`src/rtl/sm83_adr_pkg.sv`:
```
// Shared types for the SM83 address latch / burst address generator.
// Holds the half-split address view, the sequencer state encoding and a width helper.
package sm83_adr_pkg;

  localparam int ADR_WIDTH_DEFAULT = 16;

  function automatic int half_width(input int adr_width);
    return adr_width / 2;
  endfunction

  // Address seen as two halves; page-wrap mode only lets the low half move.
  typedef struct packed {
    logic [ADR_WIDTH_DEFAULT/2-1:0] hi;
    logic [ADR_WIDTH_DEFAULT/2-1:0] lo;
  } adr_t;

  typedef enum logic [0:0] {
    IDLE = 1'b0,
    RUN  = 1'b1
  } burst_state_t;

endpackage

```
`src/rtl/sm83_adr_incdec.sv`:
```
// Combinational +/- carry-in unit for the address latch.
// 2-bit cells with group-carry lookahead per half; wrap cuts the low-to-high carry.
module sm83_adr_incdec
  import sm83_adr_pkg::*;
#(
  parameter int ADR_WIDTH = 16
) (
  input  logic [ADR_WIDTH-1:0] al,
  input  logic                 dec,
  input  logic                 cy,
  input  logic                 wrap,
  output logic [ADR_WIDTH-1:0] result
);

  localparam int HW = half_width(ADR_WIDTH);
  localparam int NG = (HW + 1) / 2;
  localparam int PW = 2 * NG;

  // A bit passes the carry on when it is 1 (increment) or 0 (decrement).
  logic [ADR_WIDTH-1:0] prop;
  logic                 lo_cout;
  logic                 hi_cin;

  assign prop    = dec ? ~al : al;
  assign lo_cout = cy & (&prop[HW-1:0]);
  assign hi_cin  = lo_cout & ~wrap;

  function automatic logic [HW-1:0] step_half(input logic [HW-1:0] a,
                                              input logic [HW-1:0] p,
                                              input logic          cin);
    logic [PW-1:0] pa;
    logic [PW-1:0] pp;
    logic [PW-1:0] r;
    logic [NG-1:0] gp;
    logic [NG-1:0] below;
    logic          gc;
    pa    = PW'(a);
    pp    = ~PW'(~p);  // pad cells propagate so an odd half needs no special case
    r     = pa;
    below = '0;
    for (int g = 0; g < NG; g++) gp[g] = pp[2*g] & pp[2*g+1];
    for (int g = 0; g < NG; g++) begin
      gc         = cin & (&(gp | ~below));
      r[2*g]     = pa[2*g] ^ gc;
      r[2*g+1]   = pa[2*g+1] ^ (gc & pp[2*g]);
      below[g]   = 1'b1;
    end
    return r[HW-1:0];
  endfunction

  assign result = {step_half(al[ADR_WIDTH-1:HW], prop[ADR_WIDTH-1:HW], hi_cin),
                   step_half(al[HW-1:0], prop[HW-1:0], cy)};

endmodule

```
`src/rtl/sm83_adr_burst.sv`:
```
// CPU address latch with inc/dec path, page-wrap mode and a valid/ready burst sequencer.
// All state advances on the falling clock edge.
module sm83_adr_burst
  import sm83_adr_pkg::*;
#(
  parameter int ADR_WIDTH = 16,
  parameter int LEN_WIDTH = 8
) (
  input  logic                 clk,
  input  logic                 reset,
  input  logic [ADR_WIDTH-1:0] ain,
  output logic [ADR_WIDTH-1:0] aout,
  output logic [ADR_WIDTH-1:0] aout_inc,
  input  logic                 ctl_al_we,
  input  logic                 ctl_al_hi_ff,
  input  logic                 ctl_inc_dec,
  input  logic                 ctl_inc_cy,
  input  logic                 ctl_inc_oe,
  input  logic                 ctl_page_wrap,
  input  logic                 burst_start,
  input  logic [LEN_WIDTH-1:0] burst_len,
  input  logic                 burst_dec,
  input  logic                 burst_wrap,
  input  logic                 burst_abort,
  output logic                 burst_busy,
  output logic                 burst_valid,
  input  logic                 burst_ready,
  output logic                 burst_last
);

  localparam int HW = half_width(ADR_WIDTH);

  typedef struct packed {
    logic [HW-1:0] hi;
    logic [HW-1:0] lo;
  } adr_split_t;

  burst_state_t         state;
  adr_split_t           al;
  adr_split_t           inc;
  logic [LEN_WIDTH-1:0] remaining;
  logic                 lat_dec;
  logic                 lat_wrap;
  logic                 eff_dec;
  logic                 eff_cy;
  logic                 eff_wrap;
  logic                 accept;

  // While bursting the sequencer owns the arithmetic controls.
  assign eff_dec  = (state == RUN) ? lat_dec  : ctl_inc_dec;
  assign eff_cy   = (state == RUN) ? 1'b1     : ctl_inc_cy;
  assign eff_wrap = (state == RUN) ? lat_wrap : ctl_page_wrap;

  sm83_adr_incdec #(
    .ADR_WIDTH(ADR_WIDTH)
  ) u_incdec (
    .al    (al),
    .dec   (eff_dec),
    .cy    (eff_cy),
    .wrap  (eff_wrap),
    .result(inc)
  );

  assign aout     = al;
  assign aout_inc = inc;
  assign accept   = burst_valid & burst_ready;

  // NOTE: non-blocking assignments throughout so every register samples pre-edge values.
  always_ff @(negedge clk) begin
    // NOTE: every state bit is reset here; there is no storage array to leave unreset.
    if (reset) begin
      state       <= IDLE;
      al          <= '0;
      remaining   <= '0;
      lat_dec     <= 1'b0;
      lat_wrap    <= 1'b0;
      burst_busy  <= 1'b0;
      burst_valid <= 1'b0;
      burst_last  <= 1'b0;
    end else begin
      unique case (state)
        IDLE: begin
          if (burst_start && (burst_len != '0)) begin
            state       <= RUN;
            al          <= ain;
            remaining   <= burst_len;
            lat_dec     <= burst_dec;
            lat_wrap    <= burst_wrap;
            burst_busy  <= 1'b1;
            burst_valid <= 1'b1;
            burst_last  <= (burst_len == LEN_WIDTH'(1));
          end else if (ctl_al_we) begin
            al.hi <= ctl_inc_oe ? inc.hi : (ctl_al_hi_ff ? '1 : ain[ADR_WIDTH-1:HW]);
            al.lo <= ctl_inc_oe ? inc.lo : ain[HW-1:0];
          end
        end
        RUN: begin
          if (accept) al <= inc;
          if (burst_abort || (accept && remaining == LEN_WIDTH'(1))) begin
            state       <= IDLE;
            remaining   <= '0;
            burst_busy  <= 1'b0;
            burst_valid <= 1'b0;
            burst_last  <= 1'b0;
          end else if (accept) begin
            remaining  <= remaining - LEN_WIDTH'(1);
            burst_last <= (remaining == LEN_WIDTH'(2));
          end
        end
        default: state <= IDLE;
      endcase
    end
  end

endmodule

```
`config.mk`:
```
export PLATFORM = sky130hd
export DESIGN_NAME = sm83_adr_burst
export DESIGN_NICKNAME = d
export VERILOG_FILES = /design/src/rtl/sm83_adr_pkg.sv /design/src/rtl/sm83_adr_incdec.sv /design/src/rtl/sm83_adr_burst.sv
export SDC_FILE = /design/constraint.sdc
export NUM_CORES = 1
export LEC_CHECK = 0
export ABC_AREA = 0
export CORE_MARGIN = 1.5
export CORE_UTILIZATION = 53
export DETAILED_ROUTE_END_ITERATION = 8
export HOLD_SLACK_MARGIN = 0.02
export PLACE_DENSITY = 0.95
export SYNTH_ARGS = -nofsm -noshare
export SYNTH_HDL_FRONTEND = slang
export SYNTH_SLANG_ARGS = --single-unit
```
`constraint.sdc`:
```
create_clock -name clk -period 6.9 [get_ports clk]
set_input_delay 1.725 -clock clk [delete_from_list [all_inputs] [get_ports clk]]
set_output_delay 1.725 -clock clk [all_outputs]
set_load 0.005 [all_outputs]
```
==> results of run 1 <==
-- per-stage QoR --
stage	util [%]	setup TNS (ns)	cell area (um^2)	hold slack [ns]
detailed placement	84.4	-18.91	4040	0.506
global placement	84.4	-16.23	4040	0.480
floorplan	-	-0.213	2730	0.457
-- cell usage after synthesis (all sizes together) (11+ instances only) --
cell type / count / area share, %
nand2: 20 / 2.8
dfxtp: 29 / 22
xnor2: 11 / 3.6
nand2b: 12 / 2.8
o21ai: 25 / 4.7
inv: 13 / 1.8
buf: 15 / 3.2
nor2: 33 / 4.9
clkbuf: 17 / 2.4
a21oi: 28 / 5.3
nor3: 19 / 3.6
-- cells by family after synthesis --
group	after synthesis
AND/OR/NAND/NOR	148
multiplexers	11
XOR/XNOR	20
buffers and inverters	45
adder cells (fa/ha/maj)	3
AO/OA/AOI/OAI	114
flip-flops	29
==> impl_metrics.env, run 1 <==
export IMPL_outcome="stopped before the end"
export IMPL_stop_stage="4_1_cts"
export IMPL_stop_error="[ERROR DPL-0038] Utilization greater than 100%, impossible to legalize"
export IMPL_synth_edf_count=0
export IMPL_yosysUniqueCellTypes=60
export IMPL_gp_congestion=1.02
export IMPL_yosysSeqAreaShare_pct=21.9
export IMPL_ctsHoldBuffers=0
export IMPL_cts_buffers=5
export IMPL_synth_async_reset_ratio_pct=0
export IMPL_cts_setup_buffers=34
export IMPL_io_buffer_count=71
export IMPL_placed_cells=566
export IMPL_cts_sinks=29
export IMPL_ys_warn_count=0
export IMPL_ctsLongestPathBuffers=2
export IMPL_avgSynthCellArea_um2=7.18
export IMPL_ys_seq_elements=29
export IMPL_syn_nets=410
export IMPL_io_pins=72
export IMPL_dieWidth_um=73.8
export IMPL_initial_core_util_pct=55.5
export IMPL_dp_hpwl_um=7630
export IMPL_htree_levels=2
export IMPL_syn_inst=370
export IMPL_yosys_area_share_adder_pct=1.41
export IMPL_synthMuxAreaShare_pct=4.38
export IMPL_fp_dieH_um=73.8
export IMPL_yosys_area_share_xor_xnor_pct=6.60
export IMPL_rows=25
export IMPL_pre_cts_ws_ns=-0.669
export IMPL_synth_compound_area_share_pct=28.4
export IMPL_synth_area_um2=2660
export IMPL_root_buffer="clkbuf_8"
export IMPL_synthFlopType="dfxtp_1"
export IMPL_cts_resized_gates=156
export IMPL_synth_top_family_by_area="simple AND/OR/NAND/NOR gates"
export IMPL_synthSimpleGateAreaFrac_pct=29.9
==> run 2, diff against run 1 <==
Settings changed: CORE_UTILIZATION 53 to 40, HOLD_SLACK_MARGIN 0.02 to default, PLACE_DENSITY 0.95 to default, PLACE_DENSITY_LB_ADDON from default to 0.15.
==> impl_metrics.env, run 2 <==
export IMPL_hold_class="flop to flop"
export IMPL_grt_pass1_vias=3601
export IMPL_hold_ws_ns=0.506
export IMPL_cts_buffers=5
export IMPL_synth_area_leader_cell="dfxtp_1"
export IMPL_grt_max_degree=19
export IMPL_overflow=0
export IMPL_hold_path_end="burst_last"
export IMPL_rrSetupSlack_ns=4.30
export IMPL_ys_warn_count=0
export IMPL_power_frac_comb_pct=46.0
export IMPL_utilization_pct=75.8
export IMPL_power_density_nw_per_um2=175
export IMPL_core_area_um2=6390
export IMPL_syn_nets=410
export IMPL_crit_path_end_kind="output port"
export IMPL_yosysUniqueCellTypes=60
export IMPL_crit_fanout=5
export IMPL_synth_edf_count=0
export IMPL_vias_per_cell=5.71
export IMPL_power_leakage_uw=0.00216
export IMPL_reg2reg_depth=10
export IMPL_ant_nets=0
export IMPL_drcViolationCount=0
export IMPL_timing_rr_start="state"
export IMPL_internal_power_uw=519
export IMPL_worstMarginPinSlew_ns=0.482
export IMPL_wl_per_cell_um=16.4
export IMPL_power_uw=847
export IMPL_avgSynthCellArea_um2=7.18
export IMPL_wl_um=10600
export IMPL_htree_levels=2
export IMPL_ys_seq_elements=29
export IMPL_tritoncts="built"
export IMPL_grt_pass1_wl_um=16600
export IMPL_wl_met1_um=4370
export IMPL_initial_core_util_pct=41.6
export IMPL_final_cell_mix="98 x buf_4, 46 x clkdlybuf4s50_1, 39 x inv_1"
export IMPL_synth_area_um2=2660
export IMPL_insertion_delay_ns=0.37
export IMPL_gp_congestion=0.889
export IMPL_drt_pass1_iter_count=5
export IMPL_layout_commonest_cell="buf_4"
export IMPL_num_vias=3680
export IMPL_setup_violations=16
export IMPL_synthFlopType="dfxtp_1"
export IMPL_r2r_end="aout[15]"
export IMPL_die_area_um2=7140
export IMPL_vdd_ir_drop_max_mv=0.127
export IMPL_slew_headroom_pct=67.8
export IMPL_io_buffer_count=71
export IMPL_drive_gt1_share_pct=36.4
export IMPL_met2_length_um=5160
export IMPL_grt_total_usage_pct=28.4
export IMPL_netSwitchingFraction_pct=38.6
export IMPL_yosysSeqAreaShare_pct=21.9
export IMPL_highest_layer="met4"
export IMPL_worst_ep_arrival_time_ns=5.81
export IMPL_largest_reg_flops=16
export IMPL_root_buffer="clkbuf_8"
export IMPL_fp_dieH_um=84.5
export IMPL_dp_hpwl_um=6800
export IMPL_power_switching_uw=327
export IMPL_path_class="flop to output port"
export IMPL_hold_viol=0
export IMPL_dpl_cell_area_um2=4050
export IMPL_clkPwrFrac_pct=29.6
export IMPL_antennaDiodeCount=0
export IMPL_clock_skew_ns=0.0279
export IMPL_outcome="finished, violations left"
export IMPL_final_nets=608
export IMPL_rsz0062_at_grt="true"
export IMPL_hold_start="burst_last"
export IMPL_synth_top_area_share_pct=21.9
export IMPL_cts_sinks=29
export IMPL_cts_reportedPaths_clkPinSlew_ns=0.03
export IMPL_violations="setup timing"
export IMPL_design_area_um2=4840
export IMPL_dieWidth_um=84.5
export IMPL_antenna_found_initial=0
export IMPL_fin_ws_ns=-0.635
export IMPL_area_growth_pct=82.2
export IMPL_synth_async_reset_ratio_pct=0
export IMPL_syn_inst=370
export IMPL_seqPwrFrac_pct=24.3
export IMPL_ctsLongestPathBuffers=2
export IMPL_crit_required_ns=5.18
export IMPL_drt_iter0_drc=271
export IMPL_hold_depth=2
export IMPL_synthTopCellsByCount="32 x nor2_1, 29 x dfxtp_1, 28 x a21oi_1, 20 x nand2_1, 19 x nor3_1"
export IMPL_met3_length_um=704
export IMPL_rows=29
export IMPL_slew_violations=0
export IMPL_synth_most_common_cell="nor2_1"
export IMPL_synthTopCellsByArea="dfxtp_1 22%, a21oi_1 5.3%, nor2_1 4.5%"
export IMPL_maxCapViolations=0
export IMPL_io_pins=72
export IMPL_crit_path_start_kind="flop"
==> run 2: cell counts after synthesis <==
No cell type changed its count.
==> run 2: kinds of logic (layout without fill, tap and decap cells) <==
logic type                 Yosys count  count (layout)  share of synthesized area [%]
muxes                               11              11                           4.38
buffers and inverters               45             243                           7.45
and+or+nand+nor                    148             148                           29.9
AOI/OAI and AO/OA                  114             114                           28.4
DFF                                 29              29                           21.9
xor gates and xnor gates            20              20                           6.60
adders and majority gates            3               3                           1.41
==> run 2: metal layers <==
| metal | GRT usage [%] | up-vias |
|---|---|---|
| met5 | 0 | - |
| met4 | 12.5 | 0 |
| met3 | 6.29 | 31 |
| met2 | 48.4 | 175 |
| met1 | 34.4 | 1719 |
| li1 | - | 1755 |
==> run 2: power groups by stage <==
stage	clock network, uW	logic [uW]	registers [uW]
after detailed placement	26.6	331	205
after global routing	274	419	207
after CTS	256	359	204
after global placement	26.6	326	204
after floorplan	26.6	165	204
final	251	390	206
==> run 2: repair_timing <==
action | CTS | global route
hold buffers | 0 | 0
pin swaps | 33 | 30
setup buffers | 30 | 7
endpoints found under the hold margin | 0 | 0
setup endpoints to repair | 40 | 37
resized for setup | 124 | 40
gates cloned | 1 | 0
==> run 2: through the flow <==
stage	cells	TNS, ns	setup WS, ns
floorplan	370	-0.213	-0.0854
global placement	574	-17.88	-0.571
detailed placement	574	-19.43	-0.636
CTS	640	-6.54	-0.663
global route	645	-8.38	-0.717
finish	645	-7.05	-0.635
==> run 2: how the worst max path moves through the flow <==
stage	endpoint	cells after the start	start	slack (ns)
2_1_floorplan	aout_inc[13]	7	aout[5]	-0.09
3_5_place_dp	aout_inc[11]	7	state	-0.64
6_report	aout_inc[15]	8	state	-0.64
5_1_grt	aout_inc[15]	8	state	-0.72
3_3_place_gp	aout_inc[15]	6	state	-0.57
4_1_cts	aout_inc[15]	7	aout[4]	-0.66
==> run 2: area by class of cell <==
class / instances / area [um^2]
clock inverters: 31 / 145
fillers: 430 / 1550
well taps: 77 / 96.3
flip-flops and latches: 29 / 589
repair buffers: 195 / 1670
clock buffers: 5 / 68.8
multi-input cells: 296 / 2220
inverters: 12 / 47.5
==> run 2: critical path: stages (launching register included) <==
cell and delay (ns):
dfxtp_4 0.35, mux2_4 0.37, buf_6 0.14, nor2_4 0.12, o221ai_4 0.16, buf_6 0.16, or4_4 0.51, nand2_1 0.08
buf_2 0.11
Power figures use the tool's default switching activity.
==> RTL edit 1 (flow settings as in run 2) <==
Set the parameter `LEN_WIDTH` to 4 (it was 8).
--- a/src/rtl/sm83_adr_burst.sv
+++ b/src/rtl/sm83_adr_burst.sv
@@ -5,5 +5,5 @@
 #(
   parameter int ADR_WIDTH = 16,
-  parameter int LEN_WIDTH = 8
+  parameter int LEN_WIDTH = 4
 ) (
   input  logic                 clk,
Ports: changed (resized burst_len); port bits go from 72 to 68. No check against the original RTL was run, so the function may have changed too.
==> RTL edit 1 against run 2 <==
- the flow still finishes with violations (negative setup slack)
- via count decreased by 16%
- sequential share of layout area grew 0.46 points
- final area fell by 17%
- clock power down 35%
- worst setup slack lost 0.042 ns
- routed wire length decreased by 12%
- total power is 20% lower
- area after synthesis fell by 21%
- first-iteration DRC count shrank 5.9%
- sequential power fell by 15%
- critical path depth rose by 1
- sequential cell count fell by 4
- critical path type unchanged
- critical endpoint is now aout_inc[11]
==> RTL edit 1: results (changes against run 2) <==
Status
  • Status: finished with violations
  • Failing checks: negative setup slack

Synth
  • XOR/XNOR Fraction of Synth Area: 9.22% (+2.6 points)
  • Adder-cell share of the synthesized area: 1.80% (+0.38 points)
  • Syn nets: 319 (-22%)
  • Commonest cells post-synth: 30 x nor2_1, 27 x nand2_1, 25 x a21oi_1, 25 x dfxtp_1, 19 x o21ai_0
  • Post-synthesis mux area share: 5.99% (+1.6 points)
  • Syn_area_per_cell: 7.38 sq um (+2.9%)
  • Library cells used by synthesis: 55 (-8.3%)

Placement
  • GPL Wtd Cong: 0.895 (+0.72%)
  • Quantity of I/O buffers inserted on ports: 67 (-5.6%)
  • Pre-CTS WS: -0.607 ns (+0.0293 ns)

STA
  • Hold_ws: 0.454 ns (-0.0518 ns)
  • Setup-failing EPs final: 16 (unchanged)
  • Final TNS setup: -7.83 ns (-0.773 ns)
  • Worst setup margin: -0.678 ns (-0.0424 ns)

Global routing
  • GRT Resource Usage Total: 29.5% (+1.1 points)
  • First-pass GRT wire length: 12800 um (-23%)

Route
  • Met1 Routed Length: 3620 um (-17%)
  • Vias per std cell: 5.74 (+0.67%)
  • Met2 wire len: 4640 um (-10%)
  • Via count: 3073 (-16%)
  • Avg WL per Cell: 17.4 um (+6.0%)

CTS
  • Post_cts resized: 96 (-23%)
  • Htree depth: 1 (-1)

Power and ir drop
  • Net Sw Frac: 40.0% (+1.3 points)
  • Clock group: 0.162 mW (-35%)

Layout
  • Share of layout cells above drive strength 1: 37.8% (+1.4 points)

Worst hold path
  • Hold Path End: lat_wrap

Critical path
  • Reg2Reg Capture Point: aout[11]
  • CP peak stage delay: 0.37 ns (-0.14 ns)
  • Worst Setup EP: aout_inc[11]
## RTL edit 1: changes by cell type after synthesis, moves of 5 or more
cell,before,now
buf_2,8,2
nand2_1,20,27
nand2b_1,12,2
nor3_1,19,7
nor4_1,9,1
o21ai_1,8,0
or2_0,5,0
or3_1,8,2
## RTL edit 1: worst max-delay path: cells and delay by family, from the launching register on
kind                   cells  cell delay, ns
flip-flops                 1            0.37
XOR/XNOR                   1            0.15
AO/OA/AOI/OAI              2            0.35
buffers and inverters      4            0.60
AND/OR/NAND/NOR            2            0.57
## RTL edit 1: cell type report
cell class | count | area, sq um
clock inverters | 26 | 103
repair buffers | 174 | 1500
well taps | 70 | 87.6
fillers | 359 | 1070
inverters | 8 | 30.0
flip-flops and latches | 25 | 505
multi-input cells | 229 | 1730
clock buffers | 3 | 41.3
## RTL edit 1: per-layer routing
metal	vias up	global-route usage [%]
met1	1451	35.6
li1	1392	-
met5	-	0
met3	44	5.49
met2	186	51.0
met4	0	13.5
==> RTL edit 2 (settings of run 2) <==
Made on the original files. Make the reset (`reset`) asynchronous in one clocked block.
--- a/src/rtl/sm83_adr_burst.sv
+++ b/src/rtl/sm83_adr_burst.sv
@@ -67,5 +67,5 @@
 
   // NOTE: non-blocking assignments throughout so every register samples pre-edge values.
-  always_ff @(negedge clk) begin
+  always_ff @(negedge clk or posedge reset) begin
     // NOTE: every state bit is reset here; there is no storage array to leave unreset.
     if (reset) begin
Check against the original RTL: differs if reset is asserted again (counterexample within 4 cycles, from zero or initial values and one cycle with reset high); with reset held inactive, the same outputs for 10 cycles.
==> RTL edit 2 against run 2 <==
- the flow still finishes with violations (negative setup slack)
- routed wire length shrank 9.1%
- sequential cell count stayed put
- area after synthesis decreased by 7.9%
- critical endpoint unchanged
- worst setup slack got worse by 0.17 ns
- first-iteration DRC count shrank 13%
- critical path depth unchanged
- final area shrank 7.2%
- count of clock-buffer cells in the layout rose by 2
- clock skew shrank 0.017 ns
Power is not compared: it rests on default switching activity, and its combinational part moved more than twofold at a synthesized area within 25%.
==> RTL edit 2: results (changes against run 2) <==
Status
  • Status: finished with violations
  • Failing checks: negative setup slack

Critical path
  • Crit path DAT: 5.98 ns (+0.17 ns)
  • Reg2reg path depth: 8 (-2)
  • Top Family by Delay on Critical Path: multiplexers
  • Worst Path Max Fanout: 6 (+1)

Layout
  • Nets: 519 (-15%)
  • Share of layout cells above drive strength 1: 39.2% (+2.7 points)

Route
  • First-pass detailed-route iteration total: 4 (-1)
  • Via count: 3101 (-16%)
  • Starting DRT DRC Count: 235 (-13%)

STA
  • Worst setup margin: -0.807 ns (-0.172 ns)
  • Setup-failing EPs final: 24 (+8)
  • Worst Tran Pin Value: 0.620 ns (+0.139 ns)
  • Final TNS setup: -11.62 ns (-4.56 ns)
  • Setup Skew: 0.0107 ns (-0.0173 ns)

Worst hold path
  • Hold Path Depth: 1 (-1)
  • Hold Path End: burst_last

Synth
  • Ys async rst share: 100% (+100 points)
  • Top cells by area, synth: dfrtn_1 30%, xnor2_1 6.1%, a21oi_1 5.3%
  • Post-synthesis cell count: 308 (-17%)

Global routing
  • Met1 Resource Use GR: 35.8% (+1.4 points)
  • Vias in the first global route: 2939 (-18%)

Placement
  • Placed Cells: 504 (-12%)

CTS
  • Clock Pin Slew Worst Setup and Hold Paths: 0.05 ns (+0.02 ns)
RTL edit 2: cell types whose count changed in the layout (fill, tap and decap cells not counted), moves of 6 or more:
cell     change
inv_1       -30
dfxtp_1     -24
dfrtn_1     +29
buf_4       -11
xnor2_1      +6
xor2_1       -6
a22oi_1      -6
RTL edit 2: worst register-to-register path: stages (launching register included):
cell     delay, ns
dfrtn_1       0.50
mux2i_4       0.42
mux2i_4       0.36
o21ai_4       0.11
buf_6         0.15
buf_4         0.13
or4b_2        0.67
nand3_2       0.09
nand3_1       0.07
RTL edit 2: stage by stage:
| stage | hold WS (ns) | area [sq um] |
|---|---|---|
| floorplan | 0.421 | 2630 |
| global placement | 0.441 | 3830 |
| detailed placement | 0.452 | 3830 |
| CTS | 0.452 | 4270 |
| global route | 0.476 | 4490 |
| finish | 0.450 | 4490 |
RTL edit 2: report_power, final:
part           internal, mW  leakage (nW)  total [mW]  switching, mW
clock                 0.118        0.0585       0.190         0.0723
sequential            0.236         0.346       0.289         0.0537
combinational         0.501          1.55       0.939          0.438
RTL edit 2: worst max path at each step:
| stage | from | to | cells after the start |
|---|---|---|---|
| finish | state | aout_inc[15] | 8 |
| global route | state | aout_inc[15] | 8 |
| CTS | state | aout_inc[15] | 8 |
| detailed placement | state | aout_inc[13] | 7 |
| global placement | state | aout_inc[15] | 7 |
| floorplan | state | aout_inc[13] | 5 |
RTL edit 2: layer usage:
| metal | part of all wire, % | vias to the layer above |
|---|---|---|
| met2 | 52 | 107 |
| met4 | 2.3 | 0 |
| met3 | 5.1 | 20 |
| li1 | - | 1466 |
| met1 | 41 | 1508 |
| met5 | 0 | - |
RTL edit 2: cell type report:
class / count / share of cell area [%]
flip-flops and latches: 29 / 16.2
well taps: 75 / 2.09
inverters: 9 / 0.752
multi-input cells: 251 / 42.9
clock buffers: 7 / 1.92
clock inverters: 1 / 0.669
repair buffers: 183 / 35.5
RTL edit 2: cell families (layout without fill, tap and decap cells):
family	after synthesis	after routing	synth area share (%)
adder cells (fa/ha/maj)	3	3	1.53
AND/OR/NAND/NOR	120	121	26.0
buffers and inverters	29	200	5.06
flip-flops	29	29	29.7
AO/OA/AOI/OAI	96	96	25.8
XOR/XNOR	20	20	7.16
multiplexers	11	11	4.81
RTL edit 2: what timing repair did:
| action | 4_1_cts | 5_1_grt |
|---|---|---|
| setup endpoints to repair | 40 | 30 |
| cloned | 1 | 1 |
| buffers inserted | 29 | 14 |
| gates resized for setup | 102 | 29 |
| pin swaps | 21 | 17 |
